$ cat config.mk
export PLATFORM = sky130hd
export DESIGN_NAME = step_key_controller
export DESIGN_NICKNAME = d
export VERILOG_FILES = /design/src/rtl/step_key_controller.sv
export SDC_FILE = /design/constraint.sdc
export NUM_CORES = 1
export LEC_CHECK = 0
export CAP_MARGIN = 25
export CELL_PAD_IN_SITES_DETAIL_PLACEMENT = 0
export CELL_PAD_IN_SITES_GLOBAL_PLACEMENT = 1
export CORE_UTILIZATION = 47
export DETAILED_ROUTE_END_ITERATION = 10
export GPL_ROUTABILITY_DRIVEN = 1
export HOLD_SLACK_MARGIN = 0.08
export PLACE_DENSITY_LB_ADDON = 0.1
export RECOVER_POWER = 50
export SLEW_MARGIN = 20
export SYNTH_ARGS = -nofsm -noshare
export SYNTH_HDL_FRONTEND = slang
export SYNTH_SLANG_ARGS = --single-unit
$ cat constraint.sdc
create_clock -name clk -period 2.7 [get_ports clk]
set_input_delay 0.81 -clock clk [delete_from_list [all_inputs] [get_ports clk]]
set_output_delay 0.81 -clock clk [all_outputs]
set_load 0.005 [all_outputs]
$ cat src/rtl/step_key_controller.sv
// step_key_controller
// Turns the two raw push-keys into single-cycle step requests for the LED bar counter.
// The keys are synchronised and debounced. Simultaneous presses are resolved by a lock
// state. A press gives one step, then auto-repeat follows while the key is held.
// Ports:
//   clk       system clock
//   reset     synchronous, active-low reset
//   key_up_n  raw up key, active-low, asynchronous
//   key_dn_n  raw down key, active-low, asynchronous
//   count_i   current counter value, used for the saturation check
//   inc_o     one-cycle increment request
//   dec_o     one-cycle decrement request
//   state_o   FSM state: 0 idle, 1 hold, 2 repeat, 3 lock
module step_key_controller #(
    parameter int unsigned CNT_W           = 3,
    parameter int unsigned COUNT_MAX       = 7,
    parameter bit          SATURATE        = 1'b1,
    parameter int unsigned DEBOUNCE_CYCLES = 50000,
    parameter int unsigned HOLD_CYCLES     = 25000000,
    parameter int unsigned REPEAT_CYCLES   = 5000000
) (
    input  logic             clk,
    input  logic             reset,
    input  logic             key_up_n,
    input  logic             key_dn_n,
    input  logic [CNT_W-1:0] count_i,
    output logic             inc_o,
    output logic             dec_o,
    output logic [1:0]       state_o
);

    localparam int unsigned TimerMax = (HOLD_CYCLES > REPEAT_CYCLES) ? HOLD_CYCLES : REPEAT_CYCLES;
    localparam int unsigned TW = $clog2(TimerMax + 1);
    // The debounce counter never needs to hold more than DEBOUNCE_CYCLES-1.
    localparam int unsigned DW = (DEBOUNCE_CYCLES > 1) ? $clog2(DEBOUNCE_CYCLES) : 1;

    localparam logic [TW-1:0] HoldLoad   = TW'(HOLD_CYCLES);
    localparam logic [TW-1:0] RepeatLoad = TW'(REPEAT_CYCLES);
    localparam logic [DW-1:0] DebLast    = DW'(DEBOUNCE_CYCLES - 1);

    typedef enum logic [1:0] {
        StIdle   = 2'd0,
        StHold   = 2'd1,
        StRepeat = 2'd2,
        StLock   = 2'd3
    } state_e;

    // ---------------------------------------------------------------------------------------
    // Synchroniser and debouncer. Index 0 is the up key, index 1 the down key; all levels
    // are kept active-low.
    // ---------------------------------------------------------------------------------------
    logic [1:0]    raw_n;
    logic [1:0]    sync1_q, sync2_q;
    logic [1:0]    deb_n_q, deb_n_d;
    logic [DW-1:0] deb_cnt_q [2];
    logic [DW-1:0] deb_cnt_d [2];

    assign raw_n = {key_dn_n, key_up_n};

    always_comb begin
        for (int i = 0; i < 2; i++) begin
            deb_n_d[i]   = deb_n_q[i];
            deb_cnt_d[i] = '0;
            if (sync2_q[i] != deb_n_q[i]) begin
                // Accept the new level on the DEBOUNCE_CYCLES-th consecutive mismatch.
                if (deb_cnt_q[i] == DebLast) begin
                    deb_n_d[i] = sync2_q[i];
                end else begin
                    deb_cnt_d[i] = deb_cnt_q[i] + DW'(1);
                end
            end
        end
    end

    always_ff @(posedge clk) begin
        if (!reset) begin
            sync1_q      <= '1;
            sync2_q      <= '1;
            deb_n_q      <= '1;
            deb_cnt_q[0] <= '0;
            deb_cnt_q[1] <= '0;
        end else begin
            sync1_q      <= raw_n;
            sync2_q      <= sync1_q;
            deb_n_q      <= deb_n_d;
            deb_cnt_q[0] <= deb_cnt_d[0];
            deb_cnt_q[1] <= deb_cnt_d[1];
        end
    end

    // ---------------------------------------------------------------------------------------
    // Step FSM
    // ---------------------------------------------------------------------------------------
    state_e        state_q, state_d;
    logic [TW-1:0] timer_q, timer_d;
    logic          dir_up_q, dir_up_d;
    logic          inc_q, inc_d;
    logic          dec_q, dec_d;
    logic          up, dn, active, other;
    logic          req_inc, req_dec;
    logic          at_max, at_zero;

    assign up      = ~deb_n_q[0];
    assign dn      = ~deb_n_q[1];
    assign active  = dir_up_q ? up : dn;
    assign other   = dir_up_q ? dn : up;
    assign at_max  = (count_i == CNT_W'(COUNT_MAX));
    assign at_zero = (count_i == '0);

    always_ff @(posedge clk) begin
        if (!reset) begin
            state_q  <= StIdle;
            timer_q  <= '0;
            dir_up_q <= 1'b0;
            inc_q    <= 1'b0;
            dec_q    <= 1'b0;
        end else begin
            state_q  <= state_d;
            timer_q  <= timer_d;
            dir_up_q <= dir_up_d;
            inc_q    <= inc_d;
            dec_q    <= dec_d;
        end
    end

    always_comb begin
        state_d  = state_q;
        timer_d  = timer_q;
        dir_up_d = dir_up_q;
        req_inc  = 1'b0;
        req_dec  = 1'b0;
        case (state_q)
            StIdle: begin
                if (up && dn) begin
                    state_d = StLock;
                end else if (up) begin
                    req_inc  = 1'b1;
                    dir_up_d = 1'b1;
                    state_d  = StHold;
                    timer_d  = HoldLoad;
                end else if (dn) begin
                    req_dec  = 1'b1;
                    dir_up_d = 1'b0;
                    state_d  = StHold;
                    timer_d  = HoldLoad;
                end
            end
            StHold, StRepeat: begin
                // Release is tested first so it beats a coincident timer expiry.
                if (!active) begin
                    state_d = StIdle;
                    timer_d = '0;
                end else if (other) begin
                    state_d = StLock;
                    timer_d = '0;
                end else if (timer_q == TW'(1)) begin
                    req_inc = dir_up_q;
                    req_dec = ~dir_up_q;
                    state_d = StRepeat;
                    timer_d = RepeatLoad;
                end else begin
                    timer_d = timer_q - TW'(1);
                end
            end
            StLock: begin
                if (!up && !dn) begin
                    state_d = StIdle;
                end
            end
            default: begin
                state_d = StIdle;
                timer_d = '0;
            end
        endcase
        // Saturation only masks the pulse; the FSM and timer advance regardless.
        inc_d = req_inc & ~(SATURATE & at_max);
        dec_d = req_dec & ~(SATURATE & at_zero);
    end

    always_comb begin
        state_o = state_q;
        inc_o   = inc_q;
        dec_o   = dec_q;
    end

endmodule
-- Word level (Yosys, flattened, before mapping)
Memories as Yosys holds them, arrays and structs flattened.
Cells that the tools add are included.
- input bits: 7
- logic and storage cells: 89
- memories: 1
- output and inout port bits: 4
- bits in latches: 0
- memory bits (writable): 32
- memory bits (read-only): 0
- bits in registers: 36
- $mul: 0
- shifts and indexed selects: 0
- mux-type cells: 40
- bitwise gates (word level): 10
- eq/ne operators: 15
- order comparisons: 0
- divide/modulo/power cells: 0
- add/sub/neg operators: 3
- reduce and logical (&&, ||, !) cells: 11
- memories (name ; words ; bits a word ; read ports ; clocked after Yosys merged registers in ; wr ports ; line ; RTL):
    deb_cnt_q ; 2 ; 16 ; 2 ; 0 ; 2 ; 55 ; logic [DW-1:0] deb_cnt_q [2];
- operators by type and width (operator ; count):
    two-way mux 25 bit ; 6
    two-way mux 16 bit ; 6
    one-hot mux 25 bit (2 select lines) ; 1
    adder 16 x 1 -> 16 bit (second input constant) ; 2
    equality test 16 bit (second input constant) ; 2
    equality test 25 x 1 -> 1 bit (second input constant) ; 1
    subtractor 25 x 1 -> 25 bit (second input constant) ; 1
    two-way mux 1 bit ; 17
    two-way mux 2 bit ; 7
    AND reduction 3 bit ; 3
    inequality test 4 bit (second input constant) ; 2
    inequality test 2 bit (second input constant) ; 3
    inverter 1 bit ; 6
    one-hot mux 2 bit (3 select lines) ; 1
    equality test 2 bit (second input constant) ; 2
    one-hot mux 1 bit (2 select lines) ; 2
    AND reduction 2 bit ; 2
    equality test 3 bit (second input constant) ; 1
    logical NOT 3 bit ; 1
    inequality test 3 bit (second input constant) ; 1
    bitwise AND 1 bit ; 2
    equality test 2 x 1 -> 1 bit (second input constant) ; 1
    logical AND 1 bit ; 2
    logical NOT 2 bit ; 1
    other kinds (4) ; 6

-- Logic depth before layout (Yosys ltp)
- depth after elaboration: 6
- mapped depth: 8
- depth with buffers taken out: 7

-- Least setup slack after synthesis
OpenSTA, ideal clock, no wires.
- path kind: flip-flop to flip-flop
- start: reg timer_q[4]
- end: reg timer_q[22]
- buffers on the path: 2
- period minus slack after synthesis: 2305 ps
- required time: 2620 ps
- setup time: 80 ps
- arrival: 2226 ps
- stages on the path, launching flop included: 8
- setup slack: 395 ps
- cells stage by stage: dfxtp_1 > buf_6 > or4_4 > buf_6 > or3_4 > or4_1 > a21o_1 > a211oi_2
- longest elaborated chain between the ends: 5
- elaborated cells on any way between the ends: 6
- those cells by class: add/sub (1); eq/ne (1); mux (4)
- ends and longest elaborated chain (item ; line ; RTL):
    from (decl) ; 95 ; logic [TW-1:0] timer_q, timer_d;
    from (signal assigned) ; 119 ; timer_q <= timer_d;
    subtractor 25 x 1 -> 25 bit / equality test 25 x 1 -> 1 bit (equally long branches) ; 162, 156 ;
    two-way mux 25 bit (*) ; 156 ; end else if (timer_q == TW'(1)) begin
    two-way mux 25 bit (*) ; 153 ; end else if (other) begin
    two-way mux 25 bit (*) ; 150 ; if (!active) begin
    one-hot mux 25 bit (2 select lines) (*) ; 132 ; case (state_q)
Mark *: on every way between the ends. The rest lies on a longest branch, timed or not.
A chain may end at the register's enable or synchronous reset.

-- Worst setup path after layout
- start: reg timer_q[0]
- end: reg timer_q[2]
The elaborated chain is that of the path after synthesis.

==> out/metrics.cfg <==
[outcome]
status=finished clean

[clock_network]
cts_tree=done
cts_made_buffers=9
post-cts-setup-buffer-count=0
clkSlewWorstSetupHoldPaths_ns=0.08
clock_latency_ns=0.35
cts_resized=0
hold_buffers=0
clk_path_buf_depth=2
htree_levels=3
cts_sinks=68
clockRootBuffer=clkbuf_8

[timing]
drv_slew=0
timing.final.hold_violations=0
fin_crit_sh_pct=92.0
relSlewSlack_pct=52.9
final-setup-viol-count=0
setup_tns_ns=0
min_period_ns=2.48
timing.fmax_mhz=403
rsz0062_at_grt=false
tightest_slew_ns=0.706
skew_ns=0.0121

[floorplan]
ioPinCount=11
rows=30
die_w_um=87.9
die-area_um2=7730
die_height_um=87.9
core_area_um2=6940
initial_core_util_pct=50.0

[layout]
fillers=683
num_antenna_cells=0
nNetsFinal=451
area_growth_pct=14.2
final_layout_size_suffix_gt1_share_pct=10.5

[route]
vias=3034
dr.pass1.iters=4
wl_per_cell_um=14.7
wl_um=7840
postRouteAntennaNets=0
first_iter_violations=178
drc=0
vias_per_cell=5.68

[global_routing]
grt_max_degree=18
grt_pass1_wl_um=13000
grt.total_usage_pct=22.2
grt_pass1_vias=2746
grt-ovfl-total=0
antenna_found_initial=0

[logic_synthesis]
yosys.cell_types.count=55
synth_flop_cell=dfxtp_1
syn_area_um2=3470
seq_area_frac_synth_pct=39.2
synth_area_per_cell_um2=8.42
syn_nets=430
yosysWarnings=0
postSynth.asyncResetShare_pct=0
ys_seq_elements=68
synthCells=412
synth_edf_count=0

[setup_path]
startpoint_type=register
critical_path_class=register to register
required_ns=2.91
cp-end-kind=register
ff2ff_setup_slack_ns=0.22
worst-path-max-fanout=13
cp.arrival_ns=2.69

[placement]
gp_congestion=0.794
io_buffers=10
hpwl_um=5550

[job]
cap_violations=0

[power_and_ir_drop]
power.density_nw_per_um2=522
power_mw=2.07
p_leak_nw=1.44
ir_drop_mv=0.343

[worst_hold_path]
hold_class=register to register

-- logic make-up (layout without fill, tap and decap cells) --
family          after synthesis  count (layout)  synth area share [%]
fa+ha+maj                    11              11                  3.97
buf+inv                      30              56                  3.68
mux                           4               4                  1.19
flops                        68              68                  39.2
xor+xnor                     32              32                  8.08
simple gates                196             196                  29.4
compound gates               71              71                  14.4
-- path summary, 6_finish.rpt --
kind,start,end,cells past startpoint
setup reg to reg,timer_q[0],timer_q[2],7
hold reg to reg,sync1_q[1],sync2_q[1],1
hold / removal,sync1_q[1],sync2_q[1],1
setup / recovery,timer_q[0],timer_q[2],7
-- stage by stage --
| step | cell area (um^2) | utilization [%] | hold slack, ns | setup WS (ns) | cells |
|---|---|---|---|---|---|
| floorplan | 3470 | - | 0.386 | 0.395 | 412 |
| global placement | 3740 | 53.9 | 0.406 | 0.307 | 518 |
| detailed placement | 3740 | 53.9 | 0.399 | 0.276 | 518 |
| CTS | 3980 | 57.3 | 0.431 | 0.251 | 534 |
| global route | 3960 | 57.1 | 0.444 | 0.00143 | 534 |
| finish | 3960 | 57.1 | 0.429 | 0.216 | 534 |
-- area by class of cell --
cell class | count | area (um^2) | share of cell area (%)
clock buffers | 10 | 128 | 3.22
clock inverters | 6 | 111 | 2.81
inverters | 13 | 48.8 | 1.23
multi-input cells | 314 | 1980 | 50.1
flip-flops and latches | 68 | 1360 | 34.3
well taps | 96 | 120 | 3.03
repair buffers | 27 | 210 | 5.30
-- worst max-delay path, cell delays in order, from the launching register on --
cell	delay, ns
dfxtp_1	0.40
ha_1	0.16
or4b_2	0.60
nor4_1	0.38
a21oi_1	0.33
buf_4	0.28
nand4b_1	0.11
a31oi_1	0.09
-- report_power, final --
group	switching [mW]	total (mW)	leakage (nW)	internal, mW
Sequential	0.00200	1.01	0.549	1.01
Clock	0.409	1.02	0.117	0.615
Combinational	0.0201	0.0356	0.779	0.0155
-- state kept, by name, indices dropped and copies added (netlist names) --
register   flops
deb_cnt_q     32
timer_q       25
deb_n_q        2
state_o        2
sync1_q        2
sync2_q        2
dec_o          1
dir_up_q       1
inc_o          1
-- layer usage --
metal	part of all wire [%]	vias to the layer above	GRT usage, %	wire length [um]
met4	0.98	0	7.00	77
met3	4.8	9	5.37	376
li1	-	1539	-	-
met1	51	1429	31.3	3980
met2	43	57	33.2	3400
met5	0	-	0	0
-- synth_stat cells (4+ instances only) --
| master | count | area [um^2] |
|---|---|---|
| dfxtp_1 | 68 | 1360 |
| nor2_1 | 60 | 225 |
| nand2_1 | 28 | 105 |
| nand3_1 | 24 | 120 |
| nor3_1 | 20 | 100 |
| a21oi_1 | 18 | 90.1 |
| xor2_1 | 17 | 149 |
| clkbuf_1 | 15 | 56.3 |
| xnor2_1 | 15 | 131 |
| inv_1 | 13 | 48.8 |
| ha_1 | 11 | 138 |
| nand4_1 | 11 | 68.8 |
| o21ai_0 | 9 | 45.0 |
| a31oi_1 | 8 | 50.1 |
| nor4_1 | 7 | 43.8 |
| nand2b_1 | 6 | 37.5 |
| or4_1 | 6 | 45.0 |
| and3_1 | 5 | 31.3 |
| and4_1 | 4 | 35.0 |
| o221a_1 | 4 | 45.0 |
-- cell usage in the layout (no fill, tap or decap), types with 3 or more instances in the layout --
cell	count
bufinv_16	3
or3_1	3
clkdlybuf4s50_1	9
a21oi_1	18
o221a_1	4
a31oi_1	8
nor4_1	7
and3_1	5
a21o_1	3
ha_1	11
buf_4	12
clkbuf_8	9
clkbuf_1	5
a211oi_1	3
dfxtp_1	68
a31o_2	3
nand3_1	24
nor4b_1	3
xnor2_1	15
inv_1	13
nand4_1	11
or4_1	6
nand2_1	28
and4_1	4
o21ai_0	9
nand2b_1	6
nor2_1	60
nor3_1	20
xor2_1	17
Power figures use the tool's default switching activity.
